--- src/rtl/ctrl_mc.sv ---
// Multi-cycle MIPS-subset control unit: Moore FSM that sequences fetch, decode,
// execute, memory and write-back, and reports the decoded instruction class.
module ctrl_mc #(
   parameter int ALU_CTRL_W = 3,
   parameter bit ILL_HALT   = 1'b0
) (
   input  logic                  clk,
   input  logic                  rst,
   input  logic [31:0]           ir_data,
   input  logic                  zero,
   input  logic                  mem_ready,
   output logic                  mem_req,
   output logic                  write_pc,
   output logic                  iord,
   output logic                  write_mem,
   output logic                  write_dr,
   output logic                  write_ir,
   output logic                  memtoreg,
   output logic                  regdst,
   output logic                  write_c,
   output logic                  alu_srcA,
   output logic                  write_a,
   output logic                  write_b,
   output logic                  write_reg,
   output logic [1:0]            pcsource,
   output logic [1:0]            alu_srcB,
   output logic [ALU_CTRL_W-1:0] alu_ctrl,
   output logic                  illegal,
   output logic [3:0]            state,
   output logic [3:0]            insn_type,
   output logic [3:0]            insn_code,
   output logic [2:0]            insn_stage
);

   typedef enum logic [3:0] {
      S_IF     = 4'd0,
      S_ID     = 4'd1,
      S_EX_ADR = 4'd2,
      S_MEM_RD = 4'd3,
      S_WB_LD  = 4'd4,
      S_MEM_WR = 4'd5,
      S_EX_R   = 4'd6,
      S_WB_R   = 4'd7,
      S_EX_BR  = 4'd8,
      S_EX_J   = 4'd9,
      S_EX_I   = 4'd10,
      S_WB_I   = 4'd11,
      S_ILL    = 4'd12,
      S_HALT   = 4'd13
   } state_e;

   typedef enum logic [3:0] {
      T_NONE = 4'd0,
      T_R    = 4'd1,
      T_I    = 4'd2,
      T_LD   = 4'd3,
      T_ST   = 4'd4,
      T_BR   = 4'd5,
      T_J    = 4'd6,
      T_ILL  = 4'd7
   } itype_e;

   state_e       state_q, state_d;
   itype_e       dec_type;
   logic [5:0]   opcode;
   logic [5:0]   funct;
   logic [2:0]   alu_sel;
   logic         unused_ir;

   assign opcode    = ir_data[31:26];
   assign funct     = ir_data[5:0];
   assign unused_ir = ^ir_data[25:6];

   function automatic itype_e decode(input logic [5:0] op, input logic [5:0] fn);
      itype_e t;
      case (op)
         6'h00: begin
            case (fn)
               6'h20, 6'h22, 6'h24, 6'h25, 6'h27, 6'h2A: t = T_R;
               default:                                  t = T_ILL;
            endcase
         end
         6'h23:        t = T_LD;
         6'h2B:        t = T_ST;
         6'h04, 6'h05: t = T_BR;
         6'h08:        t = T_I;
         6'h02:        t = T_J;
         default:      t = T_ILL;
      endcase
      return t;
   endfunction

   function automatic logic [2:0] alu_of_funct(input logic [5:0] fn);
      logic [2:0] a;
      case (fn)
         6'h22:   a = 3'd1;
         6'h24:   a = 3'd2;
         6'h25:   a = 3'd3;
         6'h27:   a = 3'd4;
         6'h2A:   a = 3'd5;
         default: a = 3'd0;
      endcase
      return a;
   endfunction

   assign dec_type = decode(opcode, funct);

   always_ff @(posedge clk or negedge rst) begin
      if (!rst) state_q <= S_IF;
      else      state_q <= state_d;
   end

   always_comb begin
      state_d   = state_q;
      mem_req   = 1'b0;
      write_pc  = 1'b0;
      iord      = 1'b0;
      write_mem = 1'b0;
      write_dr  = 1'b0;
      write_ir  = 1'b0;
      memtoreg  = 1'b0;
      regdst    = 1'b0;
      write_c   = 1'b0;
      alu_srcA  = 1'b0;
      write_a   = 1'b0;
      write_b   = 1'b0;
      write_reg = 1'b0;
      pcsource  = 2'b00;
      alu_srcB  = 2'b00;
      alu_sel   = 3'd0;
      illegal   = 1'b0;
      case (state_q)
         S_IF: begin
            mem_req  = 1'b1;
            alu_srcB = 2'b01;
            write_ir = mem_ready;
            write_pc = mem_ready;
            if (mem_ready) state_d = S_ID;
         end
         S_ID: begin
            alu_srcB = 2'b11;
            write_a  = 1'b1;
            write_b  = 1'b1;
            write_c  = 1'b1;
            case (dec_type)
               T_LD, T_ST: state_d = S_EX_ADR;
               T_R:        state_d = S_EX_R;
               T_BR:       state_d = S_EX_BR;
               T_J:        state_d = S_EX_J;
               T_I:        state_d = S_EX_I;
               default:    state_d = S_ILL;
            endcase
         end
         S_EX_ADR: begin
            alu_srcA = 1'b1;
            alu_srcB = 2'b10;
            write_c  = 1'b1;
            state_d  = (dec_type == T_ST) ? S_MEM_WR : S_MEM_RD;
         end
         S_MEM_RD: begin
            mem_req  = 1'b1;
            iord     = 1'b1;
            write_dr = mem_ready;
            if (mem_ready) state_d = S_WB_LD;
         end
         S_WB_LD: begin
            memtoreg  = 1'b1;
            write_reg = 1'b1;
            state_d   = S_IF;
         end
         S_MEM_WR: begin
            mem_req   = 1'b1;
            iord      = 1'b1;
            write_mem = 1'b1;
            if (mem_ready) state_d = S_IF;
         end
         S_EX_R: begin
            alu_srcA = 1'b1;
            alu_sel  = alu_of_funct(funct);
            write_c  = 1'b1;
            state_d  = S_WB_R;
         end
         S_WB_R: begin
            regdst    = 1'b1;
            write_reg = 1'b1;
            state_d   = S_IF;
         end
         S_EX_BR: begin
            alu_srcA = 1'b1;
            alu_sel  = 3'd1;
            pcsource = 2'b01;
            // opcode bit 0 distinguishes bne (0x05) from beq (0x04)
            write_pc = opcode[0] ? ~zero : zero;
            state_d  = S_IF;
         end
         S_EX_J: begin
            pcsource = 2'b10;
            write_pc = 1'b1;
            state_d  = S_IF;
         end
         S_EX_I: begin
            alu_srcA = 1'b1;
            alu_srcB = 2'b10;
            write_c  = 1'b1;
            state_d  = S_WB_I;
         end
         S_WB_I: begin
            write_reg = 1'b1;
            state_d   = S_IF;
         end
         S_ILL: begin
            illegal = 1'b1;
            state_d = ILL_HALT ? S_HALT : S_IF;
         end
         S_HALT: state_d = S_HALT;
         default: state_d = S_IF;
      endcase
      // Reset must silence every side effect, even IF's mem_ready-driven writes
      if (!rst) begin
         mem_req   = 1'b0;
         write_pc  = 1'b0;
         write_mem = 1'b0;
         write_dr  = 1'b0;
         write_ir  = 1'b0;
         write_c   = 1'b0;
         write_a   = 1'b0;
         write_b   = 1'b0;
         write_reg = 1'b0;
         illegal   = 1'b0;
      end
   end

   assign alu_ctrl  = ALU_CTRL_W'(alu_sel);
   assign state     = state_q;
   assign insn_type = (state_q == S_IF || state_q == S_HALT) ? T_NONE : dec_type;
   assign insn_code = (opcode == 6'h00) ? ir_data[3:0] : ir_data[29:26];

   always_comb begin
      case (state_q)
         S_IF:                                          insn_stage = 3'd1;
         S_ID:                                          insn_stage = 3'd2;
         S_EX_ADR, S_EX_R, S_EX_BR, S_EX_J, S_EX_I, S_ILL: insn_stage = 3'd3;
         S_MEM_RD, S_MEM_WR:                            insn_stage = 3'd4;
         S_WB_LD, S_WB_R, S_WB_I:                       insn_stage = 3'd5;
         default:                                       insn_stage = 3'd0;
      endcase
   end

endmodule
--- config.mk ---
export PLATFORM = sky130hd
export DESIGN_NAME = ctrl_mc
export DESIGN_NICKNAME = d
export VERILOG_FILES = /design/src/rtl/ctrl_mc.sv
export SDC_FILE = /design/constraint.sdc
export NUM_CORES = 1
export LEC_CHECK = 0
export CORE_MARGIN = 1
export CORE_UTILIZATION = 35
export CTS_CLUSTER_SIZE = 30
export DETAILED_ROUTE_END_ITERATION = 7
export PLACE_DENSITY_LB_ADDON = 0.1
export REMOVE_ABC_BUFFERS = 1
export SYNTH_ARGS = -nofsm -noshare
export SYNTH_HDL_FRONTEND = slang
export SYNTH_SLANG_ARGS = --single-unit
--- constraint.sdc ---
create_clock -name clk -period 3.93 [get_ports clk]
set_clock_uncertainty 0.2 [all_clocks]
set_input_delay 0.393 -clock clk [delete_from_list [all_inputs] [get_ports clk]]
set_output_delay 0.393 -clock clk [all_outputs]
set_load 0.02 [all_outputs]
==> results of run 1 <==
kinds of logic (layout without fill, tap and decap cells):
family,count (synthesis),in the layout,share of synthesized area [%]
simple gates,70,70,36.2
compound gates,48,48,29.7
buf+inv,21,64,8.90
fa+ha+maj,9,9,9.89
mux,5,5,5.49
flops,4,4,8.79
other cells,1,1,0.329
xor+xnor,1,1,0.769
layout make-up:
type	count	area, um^2
inverter	9	33.8
tap	44	55.1
fill	304	1410
multi-input combinational	134	937
sequential	4	100
clock buffer	3	22.5
timing repair buffer	52	515
per-layer routing:
metal	vias to the layer above	global-route usage, %	share of wire, %
li1	657	-	-
met1	595	23.1	43
met2	58	33.6	49
met3	6	3.93	6.0
met4	0	5.44	1.6
met5	-	0	0
cells in the final DEF, fill, tap and decap left out, drive strengths merged, types with 4 or more instances in the layout:
cell type and instances:
and2 5, mux2i 4, a21o 5, a22oi 4, a21oi 10, clkdlybuf4s50 50
nand2b 4, o21ai 10, nand3 5, nor2 17, nand2 9, inv 9
nor3 5, nor2b 7, dfrtp 4, ha 9
power by group through the flow:
stage | combinational (mW) | clock (mW) | sequential, mW
5_1_grt | 0.847 | 0.0588 | 0.0768
6_report | 0.782 | 0.0541 | 0.0739
3_5_place_dp | 0.784 | 0 | 0.0744
2_1_floorplan | 0.419 | 0 | 0.115
4_1_cts | 0.788 | 0.0550 | 0.0740
3_3_place_gp | 0.773 | 0 | 0.0738
per-stage QoR:
stage,util [%],setup slack (ns)
after floorplan,-,1.34
after global placement,53.3,0.677
after detailed placement,53.3,0.660
after CTS,54.1,0.657
after global routing,54.1,0.548
final,54.1,0.670
worst max path at each step:
stage / from / to / slack, ns
after detailed placement: ir_data[26] / state[1] / 0.66
after global routing: state[0] / alu_ctrl[1] / 0.55
after global placement: ir_data[26] / insn_type[1] / 0.68
after floorplan: state[0] / write_pc / 1.34
after CTS: ir_data[26] / insn_type[1] / 0.66
final: ir_data[26] / insn_type[1] / 0.67
==> results.ini, run 1 <==
[cells_and_area]
area_delta_synth_final_pct=46.2
diodes=0
layout.cells.non_filler=246
fin_area_um2=1660
largest_reg_flops=4
fin_nets=249
layout-drive-gt1-share_pct=8.42

[synthesis]
syn_area_per_cell_um2=7.16
synth_most_common_cell=nor2_1
netlist_top_cells_count=nor2_1, a21oi_1, ha_1, nand2_1, inv_1
netlist.area_leader.share_pct=9.89
async_reset_ff_share_pct=100
synth.distinct_cells=60
synth-edff-count=0
synth_top_flop_cell=dfrtp_1
yosys_register_bits=4
ys_seq_area_share_pct=8.79
synth_area_um2=1140
synth.area.top_cells=ha_1, dfrtp_1, nor2_1, a21oi_1, nor2b_1
yosys_warnings=0
syn_inst=159
yosysTopAreaCell=ha_1

[setup_path]
worst-path-buf-inv=2
cp.required_ns=3.34
crit_path_cell_trace=clkdlybuf4s50_1 > or3_4 > nor3_4 > o21ai_1 > and2_4 > nor2_2 > clkdlybuf4s50_1
cp_max_fo=9
path_common_cell=clkdlybuf4s50_1
critPathTopFamily=buffers and inverters
startpoint_type=input port
timing.rr.start=state[0]
cpMaxStageDelayCell=clkdlybuf4s50_1
endpoint_kind=output port
rr_worst_depth=7
cp.arrival_ns=2.67
r2r_end=state[2]
cp.depth=7
r2r_slack_ns=1.57
path_class=in -> out
max_stage_delay_ns=0.60

[global_routing]
grt_remaining_overflow=0
antenna_found_initial=0
grtUsageTotal_pct=19.0
grt_pass1_vias=1205
grt_start_max_net_pins=25
grt_pass1_wl_um=5180

[clock_network]
cts_resized=0
cts_buffers=3
clk_pin_slew_worst_paths_ns=0.04
cts_max_path_buffers=2
cts.sinks=4
root_buffer=clkbuf_4
hold_buffers=0
insertion_delay_ns=0.24
cts_setup_buffers=0
htreeDepth=1
cts_tree=built

[timing]
drv_slew=0
timing.hold.ws_ns=0.253
rsz0062_at_grt=false
hold_viol=0
fmax_mhz=307
worstMarginPinSlew_ns=0.531
tns_ns=0
setup_viol=0
period_minus_slack_ns=3.26
fin_crit_sh_pct=83.0
slew_headroom_pct=64.3

[min_path]
hold_class=in -> async

[power]
p_sw_share_pct=51.3
p_per_area_nw_per_um2=547
power.share.clock_pct=5.9
pwr-share-comb_pct=85.9
power_frac_seq_pct=8.1
p_total_mw=0.910
p_switching_mw=0.467
max-vdd-ir-drop_uv=274
p_int_mw=0.443
p_leak_nw=0.655

[routing]
ant_nets=0
drt_first_iter_violations=58
post_drt_via_cell_ratio=5.35
drc_errors=0
wl_per_cell_um=12.6
drt_wl_total_um=3110
vias=1316
drt_pass1_iterations=4

[outcome]
status=completed

[floorplanning]
io_pins=72
die_h_um=59.0
die_x_um=59.0
coreArea_um2=3080
rows=20
die_area_um2=3490
start_util_pct=37.0

[place]
place.gp.congestion=0.829
placed_cells_incl_taps=243
placed_area_um2=1640
dp_hpwl_um=2390
port_buffers=50

[run]
maxCapViolations=0

Note: power is estimated with default switching activity, not from simulation.
==> run 2: changes to the inputs <==
- CORE_UTILIZATION: 35 -> 34
- clock period: 3.93 -> 2.7 ns (I/O delays scaled with it)
==> results.ini, run 2 (synthesis results as in run 1) <==
[cells_and_area]
multi_input_area_um2=962  ; +2.7%
final_common_cell=clkdlybuf4s50_1
seqCellArea_um2=100  ; unchanged
layout-drive-gt1-share_pct=21.5  ; +13 points
largest_reg_flops=4  ; unchanged
area_delta_synth_final_pct=70.2
fin_area_um2=1940  ; +16%
fin_util_pct=62.5  ; +8.4 points
final_cell_mix=clkdlybuf4s50_1, buf_4, nor2_1
fillers=327  ; +7.6%
fin_nets=280  ; +12%
diodes=0  ; unchanged

[floorplanning]
coreArea_um2=3100  ; +0.81%
start_util_pct=36.7  ; -0.30 points
rows=20  ; unchanged
die_x_um=59.9  ; +1.4%
die_area_um2=3580  ; +2.8%
io_pins=72  ; unchanged
die_h_um=59.9  ; +1.4%

[routing]
post_drt_via_cell_ratio=5.14  ; -3.8%
drc_errors=0  ; unchanged
vias=1425  ; +8.3%
drt_wl_total_um=3560  ; +15%
wl_per_cell_um=12.9  ; +1.9%
ant_nets=0  ; unchanged
drt_pass1_iterations=4  ; unchanged
drt_first_iter_violations=42  ; -28%

[timing]
period_minus_slack_ns=2.60
fmax_mhz=384
rsz0062_at_grt=false
hold_viol=0  ; unchanged
setup_viol=0  ; unchanged
timing.hold.ws_ns=0.167  ; -0.0862 ns
timing.final.ws_setup_ns=0.0962  ; -0.574 ns
drv_slew=0  ; unchanged
fin_crit_sh_pct=96.4

[power]
max-vdd-ir-drop_uv=348  ; +27%
p_leak_nw=0.919  ; +40%
p_per_area_nw_per_um2=734  ; +34%

[place]
port_buffers=50  ; unchanged
dp_hpwl_um=2940  ; +23%
placed_area_um2=1870  ; +14%
place_ws_ns=-0.253  ; -0.914 ns
place.gp.congestion=0.845  ; +2.0%

[outcome]
status=completed

[setup_path]
cp.arrival_ns=2.51  ; -0.16 ns
cp_max_fo=4  ; -5
startpoint_type=input port
endpoint_kind=flip-flop
cp.required_ns=2.61  ; -0.73 ns
path_class=in -> reg

[global_routing]
grtUsageTotal_pct=21.1  ; +2.1 points
antenna_found_initial=0  ; unchanged
grt_remaining_overflow=0  ; unchanged
grt_pass1_wl_um=6000  ; +16%
grt_start_max_net_pins=22  ; -12%
grt_pass1_vias=1388  ; +15%

[clock_network]
cts_buffers=3  ; unchanged
cts_tree=built
hold_buffers=0  ; unchanged
insertion_delay_ns=0.23  ; about the same
clk_pin_slew_worst_paths_ns=0.04  ; about the same
root_buffer=clkbuf_4
cts_max_path_buffers=2  ; unchanged
htreeDepth=1  ; unchanged
cts_setup_buffers=0  ; unchanged
cts.sinks=4  ; unchanged

[min_path]
hold_class=in -> async

[run]
maxCapViolations=0  ; unchanged

-- run 2: changes by cell type in the layout (fill, tap and decap cells not counted), sizes merged --
cell and delta:
buf +31, clkdlybuf4s50 -11, dlygate4sd2 +3, dlymetal6s2s +8
-- run 2: repair_timing --
item / in CTS / in global routing
resized for setup: 5 / 11
setup endpoints to repair: 6 / 12
pin swaps: 0 / 0
-- run 2: path summary, 6_finish.rpt --
kind,from,to,slack [ns],cells after the start
worst max-delay path,ir_data[29],state[1],0.1,10
worst min-delay path,rst,state[0],0.17,2
worst max register to register,state[2],state[1],0.59,6
worst min register to register,state[1],state[1],0.38,1
max in group asynchronous,rst,state[2],2.00,2
min in group clk,state[1],state[1],0.38,1
-- run 2: final cells by class --
class | instances | share of cell area (%)
Clock buffer | 3 | 1.16
Inverter | 9 | 1.74
Multi-Input combinational cell | 134 | 49.6
Sequential cell | 4 | 5.16
Tap cell | 44 | 2.84
Timing Repair Buffer | 83 | 39.4
-- run 2: stage by stage --
step	cells	setup TNS, ns	total power [mW]
4_1_cts	277	0	1.41
3_3_place_gp	274	-0.477	1.31
6_report	277	0	1.42
3_5_place_dp	274	-0.720	1.33
5_1_grt	277	0	1.53
2_1_floorplan	147	0	0.778
-- run 2: worst max-delay path, cell delays in order --
cell             delay [ns]
clkdlybuf4s50_1        0.42
or4_1                  0.50
a21oi_1                0.15
and2_4                 0.18
inv_2                  0.04
ha_1                   0.28
o21ai_1                0.09
nand2b_1               0.09
a32o_1                 0.21
a221o_1                0.29
-- run 2: routing by layer --
metal | vias to the layer above | routed length, um | global-route usage (%) | part of all wire (%)
met2 | 44 | 1860 | 42.5 | 52
met5 | - | 0 | 0 | 0
li1 | 725 | - | - | -
met4 | 0 | 0 | 1.99 | 0
met1 | 656 | 1540 | 24.5 | 43
met3 | 0 | 159 | 1.52 | 4.5
-- run 2: report_power, final --
| group | switching (mW) | internal [mW] | total, mW | leakage, nW |
|---|---|---|---|---|
| logic | 0.658 | 0.588 | 1.25 | 0.854 |
| clock network | 0.0213 | 0.0495 | 0.0707 | 0.0138 |
| registers | 0.0254 | 0.0807 | 0.106 | 0.0520 |
| total | 0.705 | 0.718 | 1.42 | 0.919 |
